[src/rtl/oled_pkg.sv]
`default_nettype none
// ============================================================================
// Module   : oled_pkg
// Purpose  : Shared constants and state encoding for the OLED frame link.
//            Used by both the transmitter and the receiving display block.
// Revision : 1.0 - initial release
// ============================================================================
package oled_pkg;

  // Bytes in one full frame and the address width needed to reach them
  localparam int FRAME_BYTES = 1024;
  localparam int ADDR_W      = 10;

  // Transmitter FSM encoding
  typedef enum logic [1:0] {
    ST_IDLE = 2'd0,
    ST_CMD  = 2'd1,
    ST_DATA = 2'd2,
    ST_DONE = 2'd3
  } state_t;

endpackage
`default_nettype wire

[src/rtl/oled_slot_timer.sv]
`default_nettype none
// ============================================================================
// Module   : oled_slot_timer
// Purpose  : Byte-slot timing. One slot is 2*CLK_DIV cycles: CLK_DIV cycles
//            with the strobe low followed by CLK_DIV cycles with it high.
//            Provides the strobe phase and slot start/end pulses.
// Revision : 1.0 - initial release
// ============================================================================
module oled_slot_timer #(
  parameter int CLK_DIV = 2
) (
  input  logic i_clock,
  input  logic i_reset,
  input  logic i_load,        // first cycle of a frame follows
  input  logic i_run,         // a frame is in progress this cycle
  output logic o_phase_hi,    // strobe level for this cycle
  output logic o_slot_start,  // first cycle of a slot
  output logic o_slot_end     // last cycle of a slot
);

  localparam int                 c_cnt_w = $clog2(2 * CLK_DIV);
  localparam logic [c_cnt_w-1:0] c_top   = c_cnt_w'(2 * CLK_DIV - 1);
  localparam logic [c_cnt_w-1:0] c_half  = c_cnt_w'(CLK_DIV);

  logic [c_cnt_w-1:0] r_cnt;

  // Down-counter: loaded to the top at frame start, reloaded at every slot
  // end while running, parked at zero otherwise.
  always_ff @(posedge i_clock or posedge i_reset) begin
    if (i_reset) begin
      r_cnt <= '0;
    end else if (i_load) begin
      r_cnt <= c_top;
    end else if (i_run) begin
      r_cnt <= (r_cnt == '0) ? c_top : r_cnt - 1'b1;
    end else begin
      r_cnt <= '0;
    end
  end

  // Upper half of the count is the low phase, lower half the high phase
  assign o_phase_hi   = i_run && (r_cnt < c_half);
  assign o_slot_start = i_run && (r_cnt == c_top);
  assign o_slot_end   = i_run && (r_cnt == '0);

endmodule
`default_nettype wire

[src/rtl/oled_frame_tx.sv]
`default_nettype none
// ============================================================================
// Module   : oled_frame_tx
// Purpose  : Streams one framebuffer to an OLED link: CMD_BYTES zero preamble
//            bytes with dc low, then 1024 frame bytes with dc high, read from
//            a synchronous RAM with one slot of address prefetch.
// Revision : 1.0 - initial release
// ============================================================================
module oled_frame_tx
  import oled_pkg::*;
#(
  parameter int CLK_DIV   = 2,
  parameter int CMD_BYTES = 1
) (
  input  logic              i_clock,
  input  logic              i_reset,
  input  logic              i_start,
  output logic [ADDR_W-1:0] o_fb_raddr,
  input  logic [7:0]        i_fb_rdata,
  output logic              o_oled_clk,
  output logic              o_oled_dc,
  output logic [7:0]        o_oled_data,
  output logic              o_busy,
  output logic              o_done
);

  localparam logic [3:0]        c_cmd_last  = 4'(CMD_BYTES);
  localparam logic [ADDR_W-1:0] c_last_addr = ADDR_W'(FRAME_BYTES - 1);

  state_t            r_state;
  state_t            w_next;
  logic [3:0]        r_cmd_cnt;   // preamble slots started so far
  logic [ADDR_W-1:0] r_byte_cnt;  // index of the current data slot
  logic [ADDR_W-1:0] r_raddr;
  logic [7:0]        r_data;      // byte shown in the current data slot

  logic w_busy;
  logic w_load;
  logic w_phase_hi;
  logic w_slot_start;
  logic w_slot_end;
  logic w_cmd_end;
  logic w_data_end;
  logic w_fetch;

  assign w_busy = (r_state == ST_CMD) || (r_state == ST_DATA);
  assign w_load = (r_state == ST_IDLE) && i_start;

  oled_slot_timer #(
    .CLK_DIV (CLK_DIV)
  ) u_timer (
    .i_clock      (i_clock),
    .i_reset      (i_reset),
    .i_load       (w_load),
    .i_run        (w_busy),
    .o_phase_hi   (w_phase_hi),
    .o_slot_start (w_slot_start),
    .o_slot_end   (w_slot_end)
  );

  assign w_cmd_end  = (r_state == ST_CMD) && w_slot_end && (r_cmd_cnt == c_cmd_last);
  assign w_data_end = (r_state == ST_DATA) && w_slot_end && (r_byte_cnt == c_last_addr);
  // Capture the next byte at every slot boundary that leads into a data slot
  assign w_fetch    = w_cmd_end || ((r_state == ST_DATA) && w_slot_end && !w_data_end);

  // State register
  always_ff @(posedge i_clock or posedge i_reset) begin
    if (i_reset) r_state <= ST_IDLE;
    else         r_state <= w_next;
  end

  // Next-state logic; start is only looked at in IDLE
  always_comb begin
    w_next = r_state;
    case (r_state)
      ST_IDLE: if (i_start)    w_next = ST_CMD;
      ST_CMD:  if (w_cmd_end)  w_next = ST_DATA;
      ST_DATA: if (w_data_end) w_next = ST_DONE;
      ST_DONE: w_next = ST_IDLE;
      default: w_next = ST_IDLE;
    endcase
  end

  // Preamble slot counter, advanced as each CMD slot begins
  always_ff @(posedge i_clock or posedge i_reset) begin
    if (i_reset) begin
      r_cmd_cnt <= '0;
    end else if (r_state == ST_CMD) begin
      if (w_slot_start) r_cmd_cnt <= r_cmd_cnt + 1'b1;
    end else begin
      r_cmd_cnt <= '0;
    end
  end

  // Data slot index; cleared on the last slot so it never wraps
  always_ff @(posedge i_clock or posedge i_reset) begin
    if (i_reset) begin
      r_byte_cnt <= '0;
    end else if (r_state == ST_DATA) begin
      if (w_slot_end) r_byte_cnt <= w_data_end ? '0 : r_byte_cnt + 1'b1;
    end else begin
      r_byte_cnt <= '0;
    end
  end

  // Read address runs one byte ahead of the slot on screen, so the RAM
  // latency is hidden inside the current slot; it saturates at the last
  // address and rests at 0 between frames.
  always_ff @(posedge i_clock or posedge i_reset) begin
    if (i_reset) begin
      r_raddr <= '0;
    end else if (!w_busy || w_data_end) begin
      r_raddr <= '0;
    end else if (w_fetch) begin
      r_raddr <= (r_raddr == c_last_addr) ? r_raddr : r_raddr + 1'b1;
    end
  end

  // Byte register loaded at the boundary into each data slot
  always_ff @(posedge i_clock or posedge i_reset) begin
    if (i_reset) begin
      r_data <= '0;
    end else if (w_fetch) begin
      r_data <= i_fb_rdata;
    end else if (r_state != ST_DATA) begin
      r_data <= '0;
    end
  end

  assign o_fb_raddr  = r_raddr;
  assign o_oled_clk  = w_phase_hi;
  assign o_oled_dc   = (r_state == ST_DATA);
  assign o_oled_data = (r_state == ST_DATA) ? r_data : 8'h00;
  assign o_busy      = w_busy;
  assign o_done      = (r_state == ST_DONE);

endmodule
`default_nettype wire

[config.mk]
export PLATFORM = sky130hd
export DESIGN_NAME = oled_frame_tx
export DESIGN_NICKNAME = d
export VERILOG_FILES = /design/src/rtl/oled_pkg.sv /design/src/rtl/oled_slot_timer.sv /design/src/rtl/oled_frame_tx.sv
export SDC_FILE = /design/constraint.sdc
export NUM_CORES = 1
export LEC_CHECK = 0
export ABC_AREA = 1
export CAP_MARGIN = 10
export CORE_MARGIN = 2
export CORE_UTILIZATION = 59
export CTS_BUF_LIST = sky130_fd_sc_hd__clkbuf_2
export DETAILED_ROUTE_END_ITERATION = 10
export DONT_BUFFER_PORTS = 1
export PLACE_DENSITY = 0.82
export SYNTH_ARGS = -nofsm -noshare
export SYNTH_HDL_FRONTEND = slang
export SYNTH_SLANG_ARGS = --single-unit
[constraint.sdc]
create_clock -name i_clock -period 1.8 [get_ports i_clock]
set_clock_uncertainty 0.2 [all_clocks]
set_input_delay 0.18 -clock i_clock [delete_from_list [all_inputs] [get_ports i_clock]]
set_output_delay 0.18 -clock i_clock [all_outputs]
set_load 0.02 [all_outputs]
==> impl_metrics.ini, run 1 <==
[floorplanning]
coreArea_sq_mm = 0.00339
pin_count = 33
die_h_microns = 63.7
row_count = 21
die_area_sq_mm = 0.00405
start_util = 0.620
die_w_microns = 63.7

[hold_path]
worstHoldPathType = in2async

[worst_setup_path]
cp.arrival_ns = 2.33
criticalPathCategory = reg2reg
cp_cell_sequence = inv_1 > ha_1 > nand2_2 > nor2_2 > nand3_2 > a22oi_2 > nand2_1 > nand2_1 > nand2_1
cp_slowest_cell = dfrtp_1
critPathMaxFanout = 3
crit_required_ns = 1.92
cp-start-kind = flop
cpPeakStageDelay_ns = 0.47
crit_top_cell = nand2_1
cp-end-kind = flop

[grt]
grt_antenna_before_repair = 0
grtUsageTotal = 0.302
use_met3 = 0.0625
grt_pass1_vias = 2159
grt_pass1_wl_microns = 9400
grt_start_max_net_pins = 37
overflow = 0
grt.met1_usage = 0.310
met2_usage = 0.566
busiest_layer = met2

[place]
dp_worst_setup_slack_ns = -0.0834
placed_cell_area_sq_mm = 0.00238
io_buffer_count = 0
dpl.hpwl_microns = 3350
gp_congestion = 0.875

[clock_tree]
cts_root_buf = clkbuf_2
clkTransAtPathRegs_ns = 0.23
numCtsBuffers = 5
clk_path_buf_depth = 2
clk_latency_ns = 0.42
cts.sinks = 36
cts_tree = built
h-tree-depth = 2

[final_layout]
finalNetCount = 354
n_antenna_cell = 0
seqCellArea_sq_um = 901
area_delta_synth_final_pct = 41.5
mostFrequentLayoutCells = nand2_1, buf_4, dfrtp_1, inv_1, nor2_1
layout_commonest_cell = nand2_1
multiInputGateArea_sq_mm = 0.00124
drive_gt1_frac = 0.378
final_area_sq_mm = 0.00297
fillCellCount = 130

[drt]
wire_per_inst_microns = 21.4
drt_iter0_markers = 331
drtAntennaViolNets = 0
num_vias = 2442
routed_via_density = 6.44
drc = 0
drtPass1Iterations = 5
wirelength_microns = 8120

[logic_synthesis]
syn_area_sq_mm = 0.00210
ys_ff_latch = 36
avgSynthCellArea_sq_um = 7.75
synth_nets = 293
yosysSeqAreaShare = 0.429
ys_types = 27
yosysWarnings = 0
syn_inst = 271

[outcome]
violations = setup timing
outcome = finished with violations

[sta]
min_period_ns = 2.21
tightestPinTransition_ns = 0.459
hold_violations = 0
final_max_slew_viol_count = 0
period_share = 1.23
rsz0062_at_grt = yes
maxSlewHeadroom = 0.694
fmax_mhz = 452
worst_slack_ns = -0.415
finalSetupViolCount = 41

[job]
drv_cap = 0

[pwr]
cellPowerDensity_mw_per_mm2 = 1470
p_leak_nw = 1.46
vdd_drop_max_mv = 1.11
==> state kept, by name, summed over array words and instances, names as in the netlist <==
register	flops
o_fb_raddr	10
r_byte_cnt	10
r_data	8
r_cmd_cnt	4
r_state	2
u_timer.r_cnt	2
==> cell usage after synthesis <==
cell type	instances	area, sq um
xor2_1	7	61.3
nand2_2	2	12.5
clkbuf_1	1	3.75
o21ai_0	8	40.0
o22ai_1	5	31.3
nor2_1	25	93.8
a21oi_1	5	25.0
nand2_4	3	33.8
o221ai_1	1	8.76
nand3_4	1	17.5
nor3_1	3	15.0
xnor2_1	2	17.5
ha_1	11	138
a22oi_1	1	7.51
a22o_1	1	8.76
buf_2	3	15.0
buf_6	2	22.5
nand4_1	4	25.0
inv_1	39	146
a211oi_1	1	7.51
nand3_1	22	110
dfrtp_1	36	901
or2_2	1	6.26
nor2_4	2	22.5
nand2_1	78	293
o21ai_1	6	30.0
o21bai_1	1	7.51
==> final timing paths <==
path                                   from          endpoint  slack, ns  depth (start not counted)
max reg2reg                u_timer.r_cnt[0]        r_state[0]      -0.41                          9
max in group asynchronous           i_reset     r_byte_cnt[6]       0.93                          3
min                                 i_reset  u_timer.r_cnt[1]       0.11                          3
max                        u_timer.r_cnt[0]        r_state[0]      -0.41                          9
min in group i_clock          i_fb_rdata[5]         r_data[5]       0.24                          3
min reg2reg                       r_data[3]         r_data[3]       0.37                          2
==> worst max-delay path, delay by kind of cell (launching register included) <==
kind,cells,cell delay (ns)
AO/OA/AOI/OAI,1,0.28
adder cells (fa/ha/maj),1,0.27
buffers and inverters,1,0.11
flip-flops,1,0.47
AND/OR/NAND/NOR,6,0.78
==> through the flow <==
stage                     cells  total power [mW]  setup TNS (ns)  hold WS, ns  utilization
after floorplan             271              2.08               0        0.101            -
after global placement      343              2.55               0   -0.0000711        0.704
after detailed placement    343              2.60          -0.614    -0.000199        0.704
after CTS                   368              3.50          -0.473       0.0815        0.796
after global routing        379              4.46           -6.83        0.135        0.877
final                       379              4.38           -6.50        0.113        0.877
==> timing repair <==
item / 4_1_cts / 5_1_grt
setup buffers: 7 / 8
hold buffers: 10 / 0
setup endpoints to repair: 30 / 38
resized for setup: 36 / 51
gates cloned: 0 / 3
pin swaps: 2 / 12
hold endpoints to repair: 48 / 0
==> area by class of cell <==
cell class | count | area share
multi-input cells | 191 | 0.416
flip-flops and latches | 36 | 0.303
clock inverters | 3 | 0.0143
well taps | 46 | 0.0194
clock buffers | 5 | 0.00842
inverters | 39 | 0.0543
repair buffers | 59 | 0.185
==> power breakdown <==
group / internal, mW / switching [mW]
combinational: 1.13 / 1.66
sequential: 0.933 / 0.113
clock: 0.232 / 0.311
total: 2.29 / 2.09
==> routing by layer <==
metal / routed length, microns / vias to the layer above / share of wire
li1: - / 980 / -
met1: 2830 / 1144 / 0.35
met2: 3810 / 237 / 0.47
met3: 816 / 81 / 0.10
met4: 669 / 0 / 0.082
met5: 0 / - / 0
==> logic make-up after synthesis <==
kind of cell               after synthesis  share of synthesized area
and+or+nand+nor                        141                      0.300
xor gates and xnor gates                 9                     0.0375
adders and majority gates               11                     0.0655
AOI/OAI and AO/OA                       29                     0.0792
buffers and inverters                   45                     0.0893
DFF                                     36                      0.429
Note: power is estimated with default switching activity, not from simulation.
==> run 2, diff against run 1 <==
--- a/config.mk
+++ b/config.mk
@@ -13,6 +13,7 @@
 export DETAILED_ROUTE_END_ITERATION = 10
 export DONT_BUFFER_PORTS = 1
 export PLACE_DENSITY = 0.82
+export SKIP_LAST_GASP = 1
 export SYNTH_ARGS = -nofsm -noshare
 export SYNTH_HDL_FRONTEND = slang
 export SYNTH_SLANG_ARGS = --single-unit
==> impl_metrics.ini, run 2 (synthesis results as in run 1) <==
[outcome]
outcome = finished with violations
violations = setup timing

[drt]
drt_iter0_markers = 396
drtPass1Iterations = 5
drtAntennaViolNets = 0
drc = 0
wire_per_inst_microns = 21.4
num_vias = 2441
routed_via_density = 6.44
wirelength_microns = 8130

[place]
placed_cell_area_sq_mm = 0.00238
gp_congestion = 0.875
dpl.hpwl_microns = 3350
io_buffer_count = 0
placed_cells = 343

[final_layout]
stdcell_count = 379
mostFrequentLayoutCells = nand2_1, buf_4, dfrtp_1, inv_1, nor2_1
finalNetCount = 354
area_delta_synth_final_pct = 40.7
final_area_sq_mm = 0.00296
fillCellCount = 139
n_antenna_cell = 0
drive_gt1_frac = 0.363
layout_commonest_cell = nand2_1
final_core_util = 0.872

[sta]
fmax_mhz = 473
tightestPinTransition_ns = 0.472
min_period_ns = 2.11
finalSetupViolCount = 36
rsz0062_at_grt = yes
hold_violations = 0
period_share = 1.17
final_max_slew_viol_count = 0
worst_slack_ns = -0.314
maxSlewHeadroom = 0.685

[floorplanning]
coreArea_sq_mm = 0.00339
die_area_sq_mm = 0.00405
row_count = 21
start_util = 0.620
die_w_microns = 63.7
pin_count = 33
die_h_microns = 63.7

[worst_setup_path]
timing.rr.start = r_state[0]
criticalPathCategory = reg2reg
cp_cell_sequence = inv_2 > ha_4 > nand2_2 > nor2_2 > nand3_2 > a22oi_2 > nand2_1 > nand2_1 > nand2_1
crit_family = simple AND/OR/NAND/NOR gates
critPathBufInv = 1
cp-start-kind = flop
crit_required_ns = 1.93
cp_slowest_cell = dfrtp_1
rr_worst_depth = 9
critPathMaxFanout = 3
crit_top_cell = nand2_1
cp-end-kind = flop
rrSetupSlack_ns = -0.31
timing.rr.end = r_state[0]
cp.arrival_ns = 2.25
cpPeakStageDelay_ns = 0.45

[clock_tree]
cts.sinks = 36
clk_latency_ns = 0.41
h-tree-depth = 2
clk_path_buf_depth = 2
cts_root_buf = clkbuf_2
cts_tree = built
clkTransAtPathRegs_ns = 0.23
numCtsBuffers = 5

[pwr]
cellPowerDensity_mw_per_mm2 = 1460
p_leak_nw = 1.46
vdd_drop_max_mv = 1.16
finalPower_mw = 4.31

[job]
drv_cap = 0

[grt]
grt_start_max_net_pins = 37
grt_antenna_before_repair = 0
overflow = 0
grt_pass1_vias = 2159
grt_pass1_wl_microns = 9400
grtUsageTotal = 0.302

[hold_path]
worstHoldPathType = in2async
==> run 2: cell counts in the layout (fill, tap and decap cells not counted) <==
Identical to the previous run, type by type.
==> run 2: worst max path at each step <==
stage | from | endpoint | slack, ns | cells after the start
floorplan | r_state[1] | o_fb_raddr[0] | 0.004 | 10
CTS | r_state[0] | o_oled_clk | -0.09 | 6
finish | r_state[0] | r_state[0] | -0.31 | 9
detailed placement | r_state[0] | r_state[0] | -0.08 | 9
global route | r_state[0] | r_state[0] | -0.32 | 9
global placement | r_state[1] | r_state[1] | 0.03 | 9
==> run 2: per-stage QoR <==
stage,hold WS (ns),TNS (ns),setup WS (ns)
2_1_floorplan,0.101,0,0.00385
3_3_place_gp,-0.0000711,0,0.0341
3_5_place_dp,-0.000199,-0.614,-0.0834
4_1_cts,0.0815,-0.473,-0.0907
5_1_grt,0.0981,-6.81,-0.320
6_report,0.0837,-4.70,-0.314
==> run 2: cell type report <==
type,count,area [sq um],share of cell area
Tap cell,46,57.6,0.0195
Clock inverter,3,42.5,0.0144
Timing Repair Buffer,59,549,0.186
Multi-Input combinational cell,191,1220,0.413
Inverter,39,161,0.0546
Clock buffer,5,25.0,0.00846
Sequential cell,36,901,0.305
==> run 2: worst min-delay path: stages <==
cell and delay, ns:
dlygate4sd3_1 0.54, inv_1 0.06, buf_4 0.39
==> run 2: where the power goes <==
group	internal, mW	leakage [nW]	switching, mW	total, mW
Sequential	0.933	0.492	0.0997	1.03
Clock	0.232	0.0390	0.308	0.540
Combinational	1.12	0.932	1.62	2.74
Total	2.29	1.46	2.02	4.31
==> run 2: metal layers <==
layer,GRT usage,vias up,wire length [microns]
li1,-,981,-
met1,0.310,1129,2760
met2,0.566,260,3900
met3,0.0625,71,883
met4,0.160,0,582
met5,0,-,0
==> run 2: what timing repair did <==
| action | 4_1_cts | 5_1_grt |
|---|---|---|
| endpoints found under the setup margin | 30 | 38 |
| setup buffers | 7 | 8 |
| pin swaps | 2 | 12 |
| endpoints found under the hold margin | 48 | 0 |
| cloned | 0 | 3 |
| gates resized for setup | 36 | 46 |
| hold buffers | 10 | 0 |
==> run 3, diff against run 2 <==
--- a/config.mk
+++ b/config.mk
@@ -8,11 +8,11 @@
 export ABC_AREA = 1
 export CAP_MARGIN = 10
 export CORE_MARGIN = 2
-export CORE_UTILIZATION = 59
+export CORE_UTILIZATION = 35
 export CTS_BUF_LIST = sky130_fd_sc_hd__clkbuf_2
 export DETAILED_ROUTE_END_ITERATION = 10
 export DONT_BUFFER_PORTS = 1
-export PLACE_DENSITY = 0.82
+export PLACE_DENSITY = 0.55
 export SKIP_LAST_GASP = 1
 export SYNTH_ARGS = -nofsm -noshare
 export SYNTH_HDL_FRONTEND = slang
==> impl_metrics.ini, run 3 (synthesis results as in run 1) <==
[outcome]
outcome = finished with violations
violations = setup timing

[clock_tree]
cts_tree = built
clkTransAtPathRegs_ns = 0.21
cts_root_buf = clkbuf_2
clk_latency_ns = 0.40
h-tree-depth = 2
cts.sinks = 36
clk_path_buf_depth = 2
numCtsBuffers = 5

[final_layout]
mostFrequentLayoutCells = nand2_1, buf_4, dfrtp_1, inv_1, nor2_1
stdcell_count = 412
final_core_util = 0.519
area_delta_synth_final_pct = 44.5
layout_commonest_cell = nand2_1
n_antenna_cell = 0
finalNetCount = 358
final_area_sq_mm = 0.00304
drive_gt1_frac = 0.344

[drt]
routed_via_density = 4.73
drc = 0
drtAntennaViolNets = 0
drtPass1Iterations = 4
wire_per_inst_microns = 12.5
num_vias = 1949
wirelength_microns = 5160
drt_iter0_markers = 81

[pwr]
finalPower_mw = 3.96
cellPowerDensity_mw_per_mm2 = 1310
p_leak_nw = 1.47
vdd_drop_max_mv = 0.840

[worst_setup_path]
crit_top_cell = buf_6
criticalPathCategory = reg2out
crit_family = buffers and inverters
critPathMaxFanout = 3
cpPeakStageDelay_ns = 0.43
cp_slowest_cell = dfrtp_1
cp-start-kind = flop
cp-end-kind = output pin
cp.arrival_ns = 1.56
cp_cell_sequence = inv_2 > ha_4 > buf_6 > buf_6 > inv_4 > nor2_4 > buf_6
crit_required_ns = 1.42
critPathBufInv = 5

[place]
placed_cell_area_sq_mm = 0.00247
gp_congestion = 0.815
io_buffer_count = 0
dpl.hpwl_microns = 3290
dp_worst_setup_slack_ns = -0.0274
placed_cells = 377

[floorplanning]
start_util = 0.359
die_area_sq_mm = 0.00664
row_count = 28
die_w_microns = 81.5
coreArea_sq_mm = 0.00585
die_h_microns = 81.5
pin_count = 33

[sta]
maxSlewHeadroom = 0.689
period_share = 1.08
final_max_slew_viol_count = 0
worst_slack_ns = -0.142
finalSetupViolCount = 16
tightestPinTransition_ns = 0.467
fmax_mhz = 515
hold_violations = 0
rsz0062_at_grt = yes
min_period_ns = 1.94

[grt]
overflow = 0
grt_pass1_wl_microns = 8480
grtUsageTotal = 0.169
grt_start_max_net_pins = 37
grt_pass1_vias = 1851
grt_antenna_before_repair = 0

[hold_path]
worstHoldPathType = in2async

[job]
drv_cap = 0
## run 3: cell count changes in the layout (fill, tap and decap cells not counted), moves of 2 or more
cell	delta
nand2_2	-5
buf_4	+2
inv_2	-8
nand3_1	-3
nand3_2	+2
ha_2	-2
inv_1	+2
inv_4	+7
nor2_2	-2
nand2_1	+6
## run 3: where the power goes
part / switching [mW] / total, mW / internal [mW]
clock network: 0.283 / 0.380 / 0.0971
registers: 0.0692 / 1.00 / 0.933
logic: 1.37 / 2.58 / 1.22
total: 1.72 / 3.96 / 2.25
## run 3: area by class of cell
type / instances / area [sq um]
flip-flops and latches: 36 / 901
repair buffers: 63 / 598
inverters: 39 / 174
multi-input cells: 191 / 1230
fillers: 546 / 2820
clock inverters: 2 / 11.3
well taps: 75 / 93.8
clock buffers: 6 / 30.0
## run 3: metal layers
metal / up-vias / share of wire / GRT usage
li1: 992 / - / -
met1: 915 / 0.44 / 0.217
met2: 35 / 0.51 / 0.287
met3: 7 / 0.034 / 0.0385
met4: 0 / 0.014 / 0.0458
met5: - / 0 / 0
## run 3: timing repair
item,in CTS,in global routing
resized for setup,46,37
endpoints found under the setup margin,31,42
setup buffers,11,4
endpoints found under the hold margin,48,0
hold buffers,10,0
cloned,2,1
pin swaps,9,12
## run 3: worst paths after layout
path	start	endpoint	slack [ns]	cells after the start
max in group asynchronous	i_reset	r_byte_cnt[1]	0.94	3
setup / recovery	r_state[0]	o_oled_clk	-0.14	7
hold reg to reg	r_cmd_cnt[3]	r_cmd_cnt[3]	0.29	1
min in group i_clock	i_fb_rdata[1]	r_data[1]	0.25	3
setup reg to reg	r_state[0]	o_fb_raddr[0]	-0.02	12
hold / removal	i_reset	r_byte_cnt[9]	0.1	3
## run 3: worst reg2reg max path: stages (launching register included)
cell     delay (ns)
dfrtp_1        0.43
inv_2          0.10
buf_4          0.13
ha_4           0.16
nand2_2        0.06
inv_1          0.07
buf_4          0.11
nand2_4        0.07
nand2_8        0.12
buf_6          0.13
nand2_8        0.07
nand3_2        0.07
nand2_1        0.06
## run 3: metrics by stage
stage / hold WS [ns] / setup TNS (ns)
final: 0.0978 / -0.995
after global placement: 0.0164 / 0
after floorplan: 0.101 / 0
after CTS: 0.0821 / -1.83
after detailed placement: 0.0182 / -0.0642
after global routing: 0.113 / -3.50
